===== src/rtl/alu_operand_sequencer.sv =====
// alu_operand_sequencer
// Front-end controller for the 8-bit ALU datapath. Collects operand A,
// operand B and the opcode from a shared switch bus, one button press per
// item in fixed order. It then drives them to the ALU, waits a fixed ALU
// latency, and captures and holds the result for display.

module alu_operand_sequencer #(
    parameter int DATA_WIDTH  = 8,
    parameter int OP_WIDTH    = 6,
    parameter int ALU_LATENCY = 1
) (
    input  logic                  clk,
    input  logic                  reset,
    input  logic [DATA_WIDTH-1:0] sw,
    input  logic                  btn_a,
    input  logic                  btn_b,
    input  logic                  btn_op,
    input  logic [DATA_WIDTH-1:0] alu_z,
    output logic [DATA_WIDTH-1:0] alu_a,
    output logic [DATA_WIDTH-1:0] alu_b,
    output logic [OP_WIDTH-1:0]   alu_op,
    output logic [DATA_WIDTH-1:0] result,
    output logic                  busy,
    output logic                  done,
    output logic [2:0]            state_o
);

    // State encodings are exported on state_o for the debug LEDs
    localparam logic [2:0] LOAD_A  = 3'd0;
    localparam logic [2:0] LOAD_B  = 3'd1;
    localparam logic [2:0] LOAD_OP = 3'd2;
    localparam logic [2:0] EXEC    = 3'd3;
    localparam logic [2:0] SHOW    = 3'd4;

    // Four bits cover the full 1..15 latency range
    localparam int               CNT_W      = 4;
    localparam logic [CNT_W-1:0] LAST_COUNT = CNT_W'(ALU_LATENCY - 1);

    logic [2:0]            r_state;
    logic [CNT_W-1:0]      r_count;
    logic [DATA_WIDTH-1:0] r_aluA;
    logic [DATA_WIDTH-1:0] r_aluB;
    logic [OP_WIDTH-1:0]   r_aluOp;
    logic [DATA_WIDTH-1:0] r_result;
    logic                  r_done;
    logic                  r_btnAPrev;
    logic                  r_btnBPrev;
    logic                  r_btnOpPrev;

    logic                  w_pressA;
    logic                  w_pressB;
    logic                  w_pressOp;
    logic                  w_countDone;

    // A press is a rising edge, so holding a button produces a single event
    assign w_pressA    = btn_a  & ~r_btnAPrev;
    assign w_pressB    = btn_b  & ~r_btnBPrev;
    assign w_pressOp   = btn_op & ~r_btnOpPrev;
    assign w_countDone = (r_count == LAST_COUNT);

    // Track previous button levels; reset to 1 so a button held through reset needs a fresh press
    always_ff @(posedge clk or posedge reset) begin
        if (reset) begin
            r_btnAPrev  <= 1'b1;
            r_btnBPrev  <= 1'b1;
            r_btnOpPrev <= 1'b1;
        end else begin
            r_btnAPrev  <= btn_a;
            r_btnBPrev  <= btn_b;
            r_btnOpPrev <= btn_op;
        end
    end

    // Sequencer: load A, B and opcode in order, wait out the ALU latency, then capture and show
    always_ff @(posedge clk or posedge reset) begin
        if (reset) begin
            r_state  <= LOAD_A;
            r_count  <= '0;
            r_aluA   <= '0;
            r_aluB   <= '0;
            r_aluOp  <= '0;
            r_result <= '0;
            r_done   <= 1'b0;
        end else begin
            r_done <= 1'b0;
            case (r_state)
                LOAD_A: begin
                    if (w_pressA) begin
                        r_aluA  <= sw;
                        r_state <= LOAD_B;
                    end
                end
                LOAD_B: begin
                    if (w_pressB) begin
                        r_aluB  <= sw;
                        r_state <= LOAD_OP;
                    end
                end
                LOAD_OP: begin
                    if (w_pressOp) begin
                        r_aluOp <= sw[OP_WIDTH-1:0];
                        r_count <= '0;
                        r_state <= EXEC;
                    end
                end
                EXEC: begin
                    if (w_countDone) begin
                        r_result <= alu_z;
                        r_done   <= 1'b1;
                        r_state  <= SHOW;
                    end else begin
                        r_count <= r_count + 1'b1;
                    end
                end
                SHOW: begin
                    if (w_pressA) begin
                        r_aluA  <= sw;
                        r_state <= LOAD_B;
                    end
                end
                default: begin
                    r_state <= LOAD_A;
                end
            endcase
        end
    end

    assign alu_a   = r_aluA;
    assign alu_b   = r_aluB;
    assign alu_op  = r_aluOp;
    assign result  = r_result;
    assign done    = r_done;
    assign busy    = (r_state == EXEC);
    assign state_o = r_state;

endmodule


===== config.mk =====
export PLATFORM = sky130hd
export DESIGN_NAME = alu_operand_sequencer
export DESIGN_NICKNAME = d
export VERILOG_FILES = /design/src/rtl/alu_operand_sequencer.sv
export SDC_FILE = /design/constraint.sdc
export NUM_CORES = 1
export LEC_CHECK = 0
export CAP_MARGIN = 15
export CORE_UTILIZATION = 46
export CTS_CLUSTER_DIAMETER = 150
export DETAILED_ROUTE_END_ITERATION = 8
export PLACE_DENSITY_LB_ADDON = 0.15
export SLEW_MARGIN = 30
export SYNTH_ARGS = -nofsm -noshare
export SYNTH_HDL_FRONTEND = slang
export SYNTH_SLANG_ARGS = --single-unit

===== constraint.sdc =====
create_clock -name clk -period 1.9 [get_ports clk]
set_input_delay 0.38 -clock clk [delete_from_list [all_inputs] [get_ports clk]]
set_output_delay 0.38 -clock clk [all_outputs]
set_load 0.01 [all_outputs]

==> results.tsv, run 1 <==
stage	metric	value	unit
finish	post-route insts no fill	232	
finish	Post-layout nets	206	
clocking	CTS Buffer Depth	2	
die	die area	4100	sq um
place	gpl congestion	0.661	
synth	post-synthesis sequential area ratio	58.2	%
sta	RSZ-0062 raised after global routing	no	
place	IO Port Bufs	55	
sta	max-slew violations	0	
clocking	TritonCTS clock tree	yes	
clocking	CTS clk-pin slew, worst paths	0.08	ns
place	Placed Instance Area	2380	sq um
global_routing	GRT Overall Usage	18.3	%
sta	Period minus WS final	1.84	ns
setup_path	r2r setup slk	0.13	ns
die	Initial Util	48.3	%
setup_path	kind of critical path	flop to output port	
sta	hold slack final	0.436	ns
detailed_routing	Vias	1147	
synth	Yosys top cell by area	dfrtp_1	
synth	synthesized flop and latch total	41	
detailed_routing	DRT Wirelength	3.35	mm
finish	most frequent cells in the layout	55 x clkdlybuf4s50_1, 35 x dfrtp_1, 22 x mux2_2, 9 x mux2_4, 8 x buf_4	
synth	syn nets	140	
global_routing	initial antenna violation count	0	
finish	final instance area	2520	sq um
place	detailed placer's ending HPWL	2.50	mm
synth	Mapped Avg Cell Area	15.1	sq um
detailed_routing	drt first pass iters	4	
global_routing	M3 GR Usage	5.54	%
min_path	Tightest Hold Check Type	input pin to asynchronous set/reset pin	
clocking	clk root buf	clkbuf_8	
sta	TNS Setup	0	ns
sta	worst rel slew slack	80.5	%
die	Chip Height	64.0	microns
sta	Worst-Margin Slew	0.289	ns
place	pre-CTS worst setup slack	0.0797	ns
global_routing	met1 usage	21.3	%
detailed_routing	DRC	0	
detailed_routing	DR WL/cell	14.4	microns
finish	commonest non-fill, non-tap cell in the layout	clkdlybuf4s50_1	
global_routing	Overflow after GRT	0	
detailed_routing	post-DR vias/cell	4.94	
setup_path	kind of start point of the critical path	flop	
power_and_ir_drop	total power	4.37	mW
synth	Unique masters post-synth	30	
global_routing	met2 usage	31.0	%
finish	Layout Area Growth over Synthesis	42.4	%
synth	Mapped Cells	117	
setup_path	WP data required	1.52	ns
synth	yosys warns	0	
global_routing	global-route wire length before repair	5.50	mm
finish	Final Util	68.8	%
setup_path	Worst Path Arrival	1.46	ns
clocking	CTS Buf Count	5	
power_and_ir_drop	Max rail drop VDD	0.955	mV
synth	Synth top area share	53.7	%
global_routing	largest net degree at the start of global routing	23	
die	Core Footprint	3660	sq um
sta	clk_skew	0.00441	ns
synth	Synth Cell Area	1770	sq um
finish	fill count	288	
synth	largest cells by area after synthesis	dfrtp_1 54%, mux2_2 14%, mux2_4 7.6%	
sta	Worst Setup Slack, final	0.0608	ns
detailed_routing	Iter 0 DRT Violations	23	
power_and_ir_drop	pwr dens	1730	nW/um^2
detailed_routing	post-route ant nets	0	
setup_path	Crit. End Element	output port	
sta	final period utilization	96.8	%
finish	layout cells sized above 1	32.6	%
clocking	CTS sink count	41	
status	outcome	completed	
die	chip width	64.0	microns
sta	f_max	544	MHz
clocking	H-tree depth	2	
die	# rows	22	
die	I/O pins	56	
power_and_ir_drop	P_leak	1.15	nW
global_routing	number of global-route vias before repair	1165	
sta	endpoints failing hold	0	
finish	# diodes	0	
sta	setup violators final	0	
global_routing	busiest grt layer	met2	
setup_path	crit-path max FO	2	
clocking	hold buffers post-CTS	0	
clocking	worst skew pair latency	0.29	ns
place	Placed Instances	222	
run	Max-Cap Viols	0	
[state kept, by name, indices dropped and copies added (netlist names), 3 cells and up]
register	count
state_o	3
alu_b	8
result	8
alu_op	6
r_count	4
alu_a	8
[final cells by class]
class	count	area (sq um)	area share, %
Timing Repair Buffer	63	611	24.2
Sequential cell	41	1030	41.0
Clock buffer	7	86.3	3.43
Multi-Input combinational cell	66	676	26.8
Tap cell	48	60.1	2.38
Clock inverter	1	30.0	1.19
Inverter	6	22.5	0.894
[cell usage after synthesis]
| cell type | instances |
|---|---|
| a21o_1 | 1 |
| a21oi_1 | 1 |
| a22oi_1 | 1 |
| a32o_1 | 1 |
| and3b_1 | 1 |
| buf_4 | 1 |
| buf_6 | 3 |
| dfrtp_1 | 38 |
| dfstp_2 | 3 |
| ha_1 | 2 |
| inv_1 | 6 |
| mux2_1 | 1 |
| mux2_2 | 22 |
| mux2_4 | 9 |
| mux2i_1 | 3 |
| nand2_1 | 3 |
| nand2_4 | 1 |
| nand2b_1 | 2 |
| nand2b_4 | 1 |
| nand3_1 | 4 |
| nand3_2 | 1 |
| nand3b_2 | 1 |
| nand3b_4 | 1 |
| nor2_1 | 3 |
| nor3_2 | 1 |
| nor3b_1 | 1 |
| nor3b_4 | 1 |
| o21ai_0 | 2 |
| or3b_4 | 1 |
| xnor2_1 | 1 |
[report_power, final]
| group | internal, mW | total, mW | switching (mW) |
|---|---|---|---|
| Sequential | 1.29 | 1.53 | 0.238 |
| Clock | 0.428 | 0.720 | 0.292 |
| Combinational | 1.32 | 2.12 | 0.799 |
| Total | 3.04 | 4.37 | 1.33 |
[routing by layer]
layer,vias to the layer above,routed length (microns)
li1,540,-
met1,575,1450
met2,26,1700
met3,6,142
met4,0,58
met5,-,0
[cell families (layout without fill, tap and decap cells)]
logic type                 Yosys count  count (layout)  share of synthesized area, %
DFF                                 41              41                          58.2
muxes                               35              35                          24.0
and+or+nand+nor                     22              22                          10.0
xor gates and xnor gates             1               1                         0.495
buffers and inverters               10              77                          3.61
AOI/OAI and AO/OA                    6               6                          2.26
adders and majority gates            2               2                          1.41
[worst paths after layout]
path / start / end / cells after the start
setup / recovery: state_o[2] / busy / 2
hold / removal: reset / alu_b[1] / 3
setup reg to reg: r_count[0] / r_count[3] / 6
hold reg to reg: alu_b[7] / alu_b[7] / 1
max in group asynchronous: reset / r_btnOpPrev / 3
min in group clk: alu_b[7] / alu_b[7] / 1
[worst max-delay path, stage by stage (launching register included)]
cell and delay (ns):
dfrtp_2 0.40, and3b_1 0.24, clkdlybuf4s50_1 0.54
[repair_timing]
item	CTS	global route
endpoints found under the setup margin	1	1
gates resized for setup	2	1
buffers inserted	1	1
(Power assumes the default switching activity.)
==> run 2: changes to the inputs <==
Settings changed: CORE_ASPECT_RATIO set to 1.4.
==> run 2 against run 1 <==
Worst hold slack improved by 0.0016 ns. Non-clock buffer count is 2 higher. Critical path depth did not move. Cell count down 1.7%. Sequential cell count unchanged. Total power decreased by 0.60%. Register-to-register slack got worse by 0.02 ns. Die area is essentially flat. Final area grew 0.35%. Critical path type unchanged. Sequential share of layout area fell by 0.14 points. Highest routed layer unchanged.
==> results.tsv, run 2 (synthesis gave the netlist of run 1 again) <==
stage	metric	value	unit
detailed_routing	post-DR vias/cell	5.05	
global_routing	GRT Overall Usage	19.0	%
finish	most frequent cells in the layout	55 x clkdlybuf4s50_1, 35 x dfrtp_1, 22 x mux2_2, 9 x mux2_4, 9 x buf_4	
place	detailed placer's ending HPWL	2.53	mm
finish	layout cells sized above 1	33.9	%
detailed_routing	DRT Wirelength	3.54	mm
die	# rows	26	
clocking	CTS Buffer Depth	2	
sta	max-slew violations	0	
finish	Post-layout nets	208	
min_path	Tightest Hold Check Type	input pin to asynchronous set/reset pin	
power_and_ir_drop	pwr dens	1720	nW/um^2
clocking	worst skew pair latency	0.30	ns
clocking	CTS Buf Count	5	
detailed_routing	drt first pass iters	4	
setup_path	WP data required	1.52	ns
clocking	hold buffers post-CTS	0	
global_routing	Overflow after GRT	0	
sta	Worst-Margin Slew	0.327	ns
place	IO Port Bufs	55	
clocking	H-tree depth	2	
sta	f_max	548	MHz
sta	setup violators final	0	
finish	Layout Area Growth over Synthesis	42.9	%
setup_path	Crit. End Element	output port	
detailed_routing	Vias	1152	
run	Max-Cap Viols	0	
place	Placed Instances	215	
setup_path	Worst Path Arrival	1.45	ns
setup_path	kind of start point of the critical path	flop	
global_routing	global-route wire length before repair	5.28	mm
setup_path	crit-path max FO	2	
setup_path	kind of critical path	flop to output port	
clocking	CTS clk-pin slew, worst paths	0.09	ns
clocking	TritonCTS clock tree	yes	
die	Core Footprint	3680	sq um
die	Initial Util	48.1	%
detailed_routing	Iter 0 DRT Violations	17	
finish	post-route insts no fill	228	
die	chip width	54.4	microns
power_and_ir_drop	Max rail drop VDD	1.06	mV
global_routing	initial antenna violation count	0	
clocking	CTS sink count	41	
clocking	clk root buf	clkbuf_8	
detailed_routing	DR WL/cell	15.5	microns
die	I/O pins	56	
status	outcome	completed	
place	gpl congestion	0.759	
sta	Period minus WS final	1.83	ns
sta	worst rel slew slack	78.1	%
detailed_routing	DRC	0	
sta	endpoints failing hold	0	
power_and_ir_drop	P_leak	1.16	nW
die	Chip Height	75.4	microns
global_routing	largest net degree at the start of global routing	42	
detailed_routing	post-route ant nets	0	
sta	RSZ-0062 raised after global routing	no	
die	die area	4100	sq um
finish	# diodes	0	
sta	clk_skew	0.0134	ns
finish	commonest non-fill, non-tap cell in the layout	clkdlybuf4s50_1	
sta	TNS Setup	0	ns
sta	final period utilization	96.1	%
global_routing	number of global-route vias before repair	1145	
-- run 2: changes by cell type in the layout (fill, tap and decap cells not counted) --
| cell | delta |
|---|---|
| clkbuf_8 | +1 |
| bufinv_16 | -1 |
| buf_4 | +1 |
| clkbuf_1 | -1 |
| inv_6 | +1 |
| buf_12 | +1 |
-- run 2: per-layer routing --
layer | routed length, microns | vias up | share of wire [%] | global-route usage, %
met3 | 184 | 6 | 5.2 | 7.19
met5 | 0 | - | 0 | 0
met2 | 1900 | 39 | 54 | 30.4
li1 | - | 536 | - | -
met4 | 67 | 0 | 1.9 | 8.55
met1 | 1390 | 571 | 39 | 22.2
-- run 2: final cells by class --
| class | count | area, sq um |
|---|---|---|
| Timing Repair Buffer | 65 | 638 |
| Multi-Input combinational cell | 66 | 676 |
| Tap cell | 42 | 52.6 |
| Sequential cell | 41 | 1030 |
| Clock buffer | 7 | 96.3 |
| Clock inverter | 1 | 8.76 |
| Inverter | 6 | 22.5 |
| Fill cell | 279 | 1150 |
-- run 2: per-stage QoR --
stage	setup slack, ns	power, mW	area, sq um	hold slack, ns	util (%)
detailed placement	0.0857	3.64	2380	0.492	64.8
floorplan	0.221	2.71	1770	0.384	-
CTS	0.00461	4.32	2500	0.450	67.9
finish	0.0745	4.34	2530	0.437	68.8
global placement	0.166	3.56	2380	0.488	64.8
global route	0.0268	4.60	2530	0.471	68.8
-- run 2: worst max-delay path, cell delays in order, from the launching register on --
cell             delay (ns)
dfrtp_2                0.40
and3b_1                0.23
clkdlybuf4s50_1        0.53
-- run 2: path summary, 6_finish.rpt --
check                           startpoint          to  slack, ns  cells past startpoint
worst max-delay path            state_o[2]        busy       0.07                      2
worst min-delay path                 reset   result[3]       0.44                      3
worst max register to register  r_count[1]  r_count[3]       0.11                      6
worst min register to register    alu_b[2]    alu_b[2]       0.51                      1
max in group asynchronous            reset  r_btnAPrev       1.20                      3
min in group clk                  alu_b[2]    alu_b[2]       0.51                      1
-- run 2: where the power goes --
group | switching, mW | leakage, nW | internal [mW]
logic | 0.825 | 0.621 | 1.35
registers | 0.230 | 0.489 | 1.29
clock network | 0.309 | 0.0549 | 0.335
-- run 2: what timing repair did --
action                                  CTS  global route
gates resized for setup                   3             0
setup buffers                             1             4
endpoints found under the setup margin    1             1
==> run 3: changes to the inputs <==
Settings changed: SLEW_MARGIN 30 to 40.
==> results of run 3 <==
Same layout as run 2: the final DEF is identical, and so are final timing and power.
